===== src/rtl/sort4_pkg.sv =====
// Shared constants and types for the 4-entry sequential sorter.
package sort4_pkg;

  localparam int W     = 5;
  localparam int DEPTH = 4;

  localparam logic [1:0] R_EQ = 2'b00;
  localparam logic [1:0] R_LT = 2'b01;
  localparam logic [1:0] R_GT = 2'b10;

  typedef enum logic [1:0] {
    LOAD,
    SORT,
    DRAIN
  } state_t;

endpackage


===== src/rtl/sort4_seq_if.sv =====
// Valid/ready input and output streams of the sorter.
interface sort4_seq_if;
  import sort4_pkg::*;

  logic         in_valid;
  logic         in_ready;
  logic [W-1:0] in_data;
  logic         out_valid;
  logic         out_ready;
  logic [W-1:0] out_data;

  modport master (
    output in_valid, in_data, out_ready,
    input  in_ready, out_valid, out_data
  );

  modport slave (
    input  in_valid, in_data, out_ready,
    output in_ready, out_valid, out_data
  );

endinterface


===== src/rtl/sort4_seq_cmp5.sv =====
// Combinational unsigned magnitude comparator producing a 2-bit result code.
module cmp5
  import sort4_pkg::*;
#(
  parameter int W = 5
) (
  output logic [1:0]   r,
  input  logic [W-1:0] a,
  input  logic [W-1:0] b
);

  always_comb begin
    r = R_EQ;
    if (a < b) begin
      r = R_LT;
    end else if (a > b) begin
      r = R_GT;
    end
  end

endmodule


===== src/rtl/sort4_seq.sv =====
// Loads four values, bubble-sorts them in place with one shared comparator
// (one compare per cycle, early exit), then streams them out smallest first.
module sort4_seq
  import sort4_pkg::*;
(
  input  logic         clk,
  input  logic         rst,
  sort4_seq_if.slave   io,
  output logic         busy,
  output logic [2:0]   swap_cnt
);

  state_t       state_q;
  logic [W-1:0] mem_q [DEPTH];
  logic [1:0]   ld_cnt_q;
  logic [1:0]   rd_cnt_q;
  logic [1:0]   j_q;
  logic [1:0]   limit_q;
  logic         pass_swap_q;
  logic [2:0]   swap_cnt_q;

  logic [1:0]   j_nxt;
  logic [1:0]   cmp_r;
  logic         gt;

  assign j_nxt = j_q + 2'd1;

  cmp5 #(.W(W)) u_cmp (
    .r (cmp_r),
    .a (mem_q[j_q]),
    .b (mem_q[j_nxt])
  );

  assign gt = (cmp_r == R_GT);

  always_ff @(posedge clk) begin
    if (rst) begin
      state_q     <= LOAD;
      for (int i = 0; i < DEPTH; i++) mem_q[i] <= '0;
      ld_cnt_q    <= '0;
      rd_cnt_q    <= '0;
      j_q         <= '0;
      limit_q     <= '0;
      pass_swap_q <= 1'b0;
      swap_cnt_q  <= '0;
    end else begin
      case (state_q)
        LOAD: begin
          if (io.in_valid) begin
            mem_q[ld_cnt_q] <= io.in_data;
            ld_cnt_q        <= ld_cnt_q + 2'd1;
            if (ld_cnt_q == 2'd3) begin
              state_q     <= SORT;
              swap_cnt_q  <= '0;
              j_q         <= '0;
              pass_swap_q <= 1'b0;
              limit_q     <= 2'd3;
            end
          end
        end
        SORT: begin
          if (gt) begin
            mem_q[j_q]   <= mem_q[j_nxt];
            mem_q[j_nxt] <= mem_q[j_q];
            swap_cnt_q   <= swap_cnt_q + 3'd1;
            pass_swap_q  <= 1'b1;
          end
          if (j_q != limit_q - 2'd1) begin
            j_q <= j_nxt;
          end else if (!(pass_swap_q || gt) || limit_q == 2'd1) begin
            state_q <= DRAIN;
          end else begin
            // a swap this pass means the shorter prefix may still be unsorted
            limit_q     <= limit_q - 2'd1;
            j_q         <= '0;
            pass_swap_q <= 1'b0;
          end
        end
        DRAIN: begin
          if (io.out_ready) begin
            rd_cnt_q <= rd_cnt_q + 2'd1;
            if (rd_cnt_q == 2'd3) begin
              state_q  <= LOAD;
              ld_cnt_q <= '0;
            end
          end
        end
        default: state_q <= LOAD;
      endcase
    end
  end

  assign io.in_ready  = (state_q == LOAD);
  assign io.out_valid = (state_q == DRAIN);
  assign io.out_data  = mem_q[rd_cnt_q];
  assign busy         = (state_q != LOAD);
  assign swap_cnt     = swap_cnt_q;

endmodule


===== src/flat_wrapper.sv =====
// flat-port wrapper written by rule: the top's interface ports become plain ports
module sort4_seq_flat import sort4_pkg::*;
  (clk, rst, busy, swap_cnt, io_in_valid, io_in_data, io_out_ready, io_in_ready, io_out_valid, io_out_data);
  sort4_seq_if io_i ();
  input  logic clk;
  input  logic rst;
  output logic busy;
  output logic [2:0] swap_cnt;
  input wire logic [$bits(io_i.in_valid)-1:0] io_in_valid;
  input wire logic [$bits(io_i.in_data)-1:0] io_in_data;
  input wire logic [$bits(io_i.out_ready)-1:0] io_out_ready;
  output wire logic [$bits(io_i.in_ready)-1:0] io_in_ready;
  output wire logic [$bits(io_i.out_valid)-1:0] io_out_valid;
  output wire logic [$bits(io_i.out_data)-1:0] io_out_data;
  assign io_i.in_valid = io_in_valid;
  assign io_i.in_data = io_in_data;
  assign io_i.out_ready = io_out_ready;
  assign io_in_ready = io_i.in_ready;
  assign io_out_valid = io_i.out_valid;
  assign io_out_data = io_i.out_data;
  sort4_seq u_core (.clk(clk), .rst(rst), .io(io_i), .busy(busy), .swap_cnt(swap_cnt));
endmodule

===== config.mk =====
export PLATFORM = sky130hd
export DESIGN_NAME = sort4_seq_flat
export DESIGN_NICKNAME = d
export VERILOG_FILES = /design/src/rtl/sort4_pkg.sv /design/src/rtl/sort4_seq_if.sv /design/src/rtl/sort4_seq_cmp5.sv /design/src/rtl/sort4_seq.sv /design/src/flat_wrapper.sv
export SDC_FILE = /design/constraint.sdc
export NUM_CORES = 1
export LEC_CHECK = 0
export ABC_CLOCK_PERIOD_IN_PS = 5400
export BUFFER_PORTS_ARGS = -buffer_cell sky130_fd_sc_hd__buf_4
export CORE_UTILIZATION = 60
export DETAILED_ROUTE_END_ITERATION = 8
export MAX_ROUTING_LAYER = met4
export PLACE_DENSITY = 0.82
export RECOVER_POWER = 25
export SETUP_SLACK_MARGIN = 0.05
export SLEW_MARGIN = 25
export SYNTH_ARGS = -nofsm -noshare
export SYNTH_HDL_FRONTEND = slang
export SYNTH_SLANG_ARGS = --single-unit

===== constraint.sdc =====
create_clock -name clk -period 5.4 [get_ports clk]
set_input_delay 0.27 -clock clk [delete_from_list [all_inputs] [get_ports clk]]
set_output_delay 0.27 -clock clk [all_outputs]
set_load 0.1 [all_outputs]

==> results_dict.tcl <==
set metrics [dict create \
    hold_class "input port to register" \
    ys_seq_area_share_pct 39.32 \
    route.detailed.drc 0 \
    cts_setup_buffers 0 \
    reg2reg_to "u_core.mem_q[1][1]" \
    vias 1968 \
    hold_end "u_core.rd_cnt_q[1]" \
    crit_required_ps 5330 \
    synth_top_family_by_area "compound AO/OA/AOI/OAI gates" \
    crit_arrival_ps 4230 \
    synth_common_cells "nor2_1 (22), a21oi_1 (21), edfxtp_1 (20), nand2_1 (20), dfxtp_1 (18)" \
    dieHeight_um 65.82 \
    coreArea_um2 3771 \
    firstDrtPassIters 5 \
    synth_most_common_cell "nor2_1" \
    clkPwrFrac_pct 36.9 \
    seqPwrFrac_pct 44.2 \
    fin_skew_ps 11.99 \
    clockBufferDepth 2 \
    synth_edf_count 20 \
    fin_util_pct 71.04 \
    hold_buffers 0 \
    drive_above_1_share_pct 15.87 \
    start_util_pct 64.80 \
    timing.final.crit_share_pct 79.67 \
    p_leak_nw 0.9893 \
    worstPathCellList "inv_1 > ha_1 > mux4_2 > inv_1 > ha_1 > nand3_1 > o21bai_1 > a211oi_4 > a21oi_1 > o21ai_0" \
    ir_worst_vdd_mv 0.2322 \
    place.gp.congestion 0.9493 \
    grt_pass1_wl_mm 9.466 \
    p_sw_share_pct 28.53 \
    drv_cap 0 \
    syn_inst 237 \
    rsz0062_at_grt "false" \
    syn_avg_cell_area_um2 10.31 \
    first_global_vias 1809 \
    cts-resized-gates 0 \
    setup_viol 0 \
    cts_tree "done" \
    synth_area_um2 2444 \
    worst_pin_slew_ps 1167 \
    hp-start "io_out_ready" \
    whs_path_depth 3 \
    synth-main-ff-cell "edfxtp_1" \
    portBuffers 19 \
    wl_per_cell_um 19.42 \
    power_frac_comb_pct 18.9 \
    numCtsBuffers 5 \
    met2_usage_pct 42.60 \
    core.rowCount 22 \
    slew-limit-headroom_pct 22.55 \
    grt_antenna_before_repair 0 \
    r2r_cells 10 \
    finalMaxSlewViolations 0 \
    clk_pin_slew_ps 80 \
    htreeDepth 2 \
    outcome "finished, final reports clean" \
    ios 20 \
    ys_types 44 \
    slowest_stage "a211oi_4" \
    track_usage_pct 31.19 \
    critPathKind "register to register" \
    drtAntennaViolNets 0 \
    clk-insertion-delay-late_ps 290 \
    maxClockFrequency_ghz 0.2324 \
    synth_xor_area_share_pct 1.434 \
    fin_setup_tns_ps 0 \
    period_needed_ps 4302 \
    p_int_mw 0.5548 \
    synth_nets 259 \
    slowest_delay_ps 840 \
    grt_use_met3_pct 8.966 \
    antennaDiodeCount 0 \
    r2r_setup_slack_ps 1100 \
    gr-total-overflow 0 \
    start_kind "register" \
    ys_seq_elements 38 \
    numClockSinks 38 \
    die_area_um2 4332 \
    ys_top_cells_by_area "edfxtp_1 (25%), dfxtp_1 (15%), mux4_2 (14%)" \
    r2r-start "u_core.j_q[1]" \
    hold_viol 0 \
    via_per_inst 6.560 \
    grt_util_met1_pct 44.95 \
    finalNetCount 273 \
    wirelength_mm 5.827 \
    drtIter0Drc 210 \
    root_buffer "clkbuf_8" \
    switchingPower_mw 0.2214 \
    synth-compound-area-share_pct 18.79 \
    power_density_nw_per_um2 289.8 \
    die_width_um 65.82 \
    synth_mux_area_share_pct 14.23 \
    synthToLayoutAreaGrowth_pct 9.626 \
    yosys.area_share.simple_pct 14.39 \
    grt.busiest_layer "met1" \
    grt_max_degree 24 \
    finalInstanceArea_um2 2679 \
    power_mw 0.7763 \
    hpwlAfterDp_mm 4.278 \
    yosysTopAreaCell "edfxtp_1" \
    critPathCaptureType "register" \
    yosys_warnings 0 \
    yosysTopAreaCellShare_pct 24.58 \
    async_flop_share_pct 0 \
    worstPathMaxFanout 23 \
    placed_area_um2 2587 \
    synth_fa_ha_area_share_pct 6.656 \
]
## critical path, delay by kind of cell, from the launching register on
kind | cells | cell delay (ps)
simple gates | 1 | 110
compound gates | 4 | 1930
flops | 1 | 460
fa+ha+maj | 2 | 640
buf+inv | 2 | 220
mux | 1 | 570
## worst max path at each step
stage                    endpoint  cells past startpoint     startpoint  slack, ps
4_1_cts        u_core.mem_q[1][0]                     10  u_core.j_q[1]       1130
3_5_place_dp   u_core.mem_q[1][3]                     10  u_core.j_q[1]       1160
2_1_floorplan  u_core.mem_q[3][0]                     13  u_core.j_q[0]       1310
6_report       u_core.mem_q[1][1]                     10  u_core.j_q[1]       1100
3_3_place_gp   u_core.mem_q[1][0]                     10  u_core.j_q[1]       1230
5_1_grt        u_core.mem_q[3][0]                     10  u_core.j_q[1]        820
## power groups by stage
stage / Combinational (mW) / Sequential [mW] / Clock (mW)
4_1_cts: 0.149 / 0.342 / 0.288
5_1_grt: 0.158 / 0.346 / 0.296
3_5_place_dp: 0.148 / 0.349 / 0
2_1_floorplan: 0.118 / 0.339 / 0
3_3_place_gp: 0.146 / 0.348 / 0
6_report: 0.146 / 0.343 / 0.287
## cells by family (layout without fill, tap and decap cells)
family / after synthesis / count (layout)
XOR/XNOR: 4 / 4
adder cells (fa/ha/maj): 13 / 13
buffers and inverters: 29 / 44
multiplexers: 16 / 16
AO/OA/AOI/OAI: 65 / 65
AND/OR/NAND/NOR: 72 / 72
flip-flops: 38 / 38
## stage by stage
step           setup WS (ps)  hold slack (ps)  cells
2_1_floorplan           1313            444.0    237
3_3_place_gp            1225            472.8    292
3_5_place_dp            1161            475.3    292
4_1_cts                 1127            278.5    300
5_1_grt                815.2            308.6    300
6_report                1098            283.0    300
## routing by layer
metal  wire [µm]  vias up
li1            -      920
met1        2660      943
met2        2535      100
met3         585        5
met4          46        0
met5           0        -
## cell type report
class                           count  area, µm²
Multi-Input combinational cell    170       1356
Sequential cell                    38      960.9
Clock inverter                      3      63.81
Inverter                           16      60.06
Timing Repair Buffer               20      108.9
Clock buffer                        5      68.82
Fill cell                         285       1092
Tap cell                           48      60.06
## placed cells by master (no fill, tap or decap), drive strengths merged, types with 2 or more instances in the layout
cell type  netlist  final
inv             16     16
o21ai           15     15
a22oi            5      5
a21oi           21     21
nand3           10     10
a32o             5      5
nand2b           5      5
a21o             2      2
ha              13     13
a221o            3      3
buf              5      9
clkbuf           8     16
edfxtp          20     20
dfxtp           18     18
mux4            15     15
o221a            2      2
bufinv           0      2
nor2b            4      4
a211oi           4      4
nand3b           2      2
xor2             3      3
o21bai           2      2
nand2           20     20
or3              2      2
nor2            23     23
Note: power is estimated with default switching activity, not from simulation.
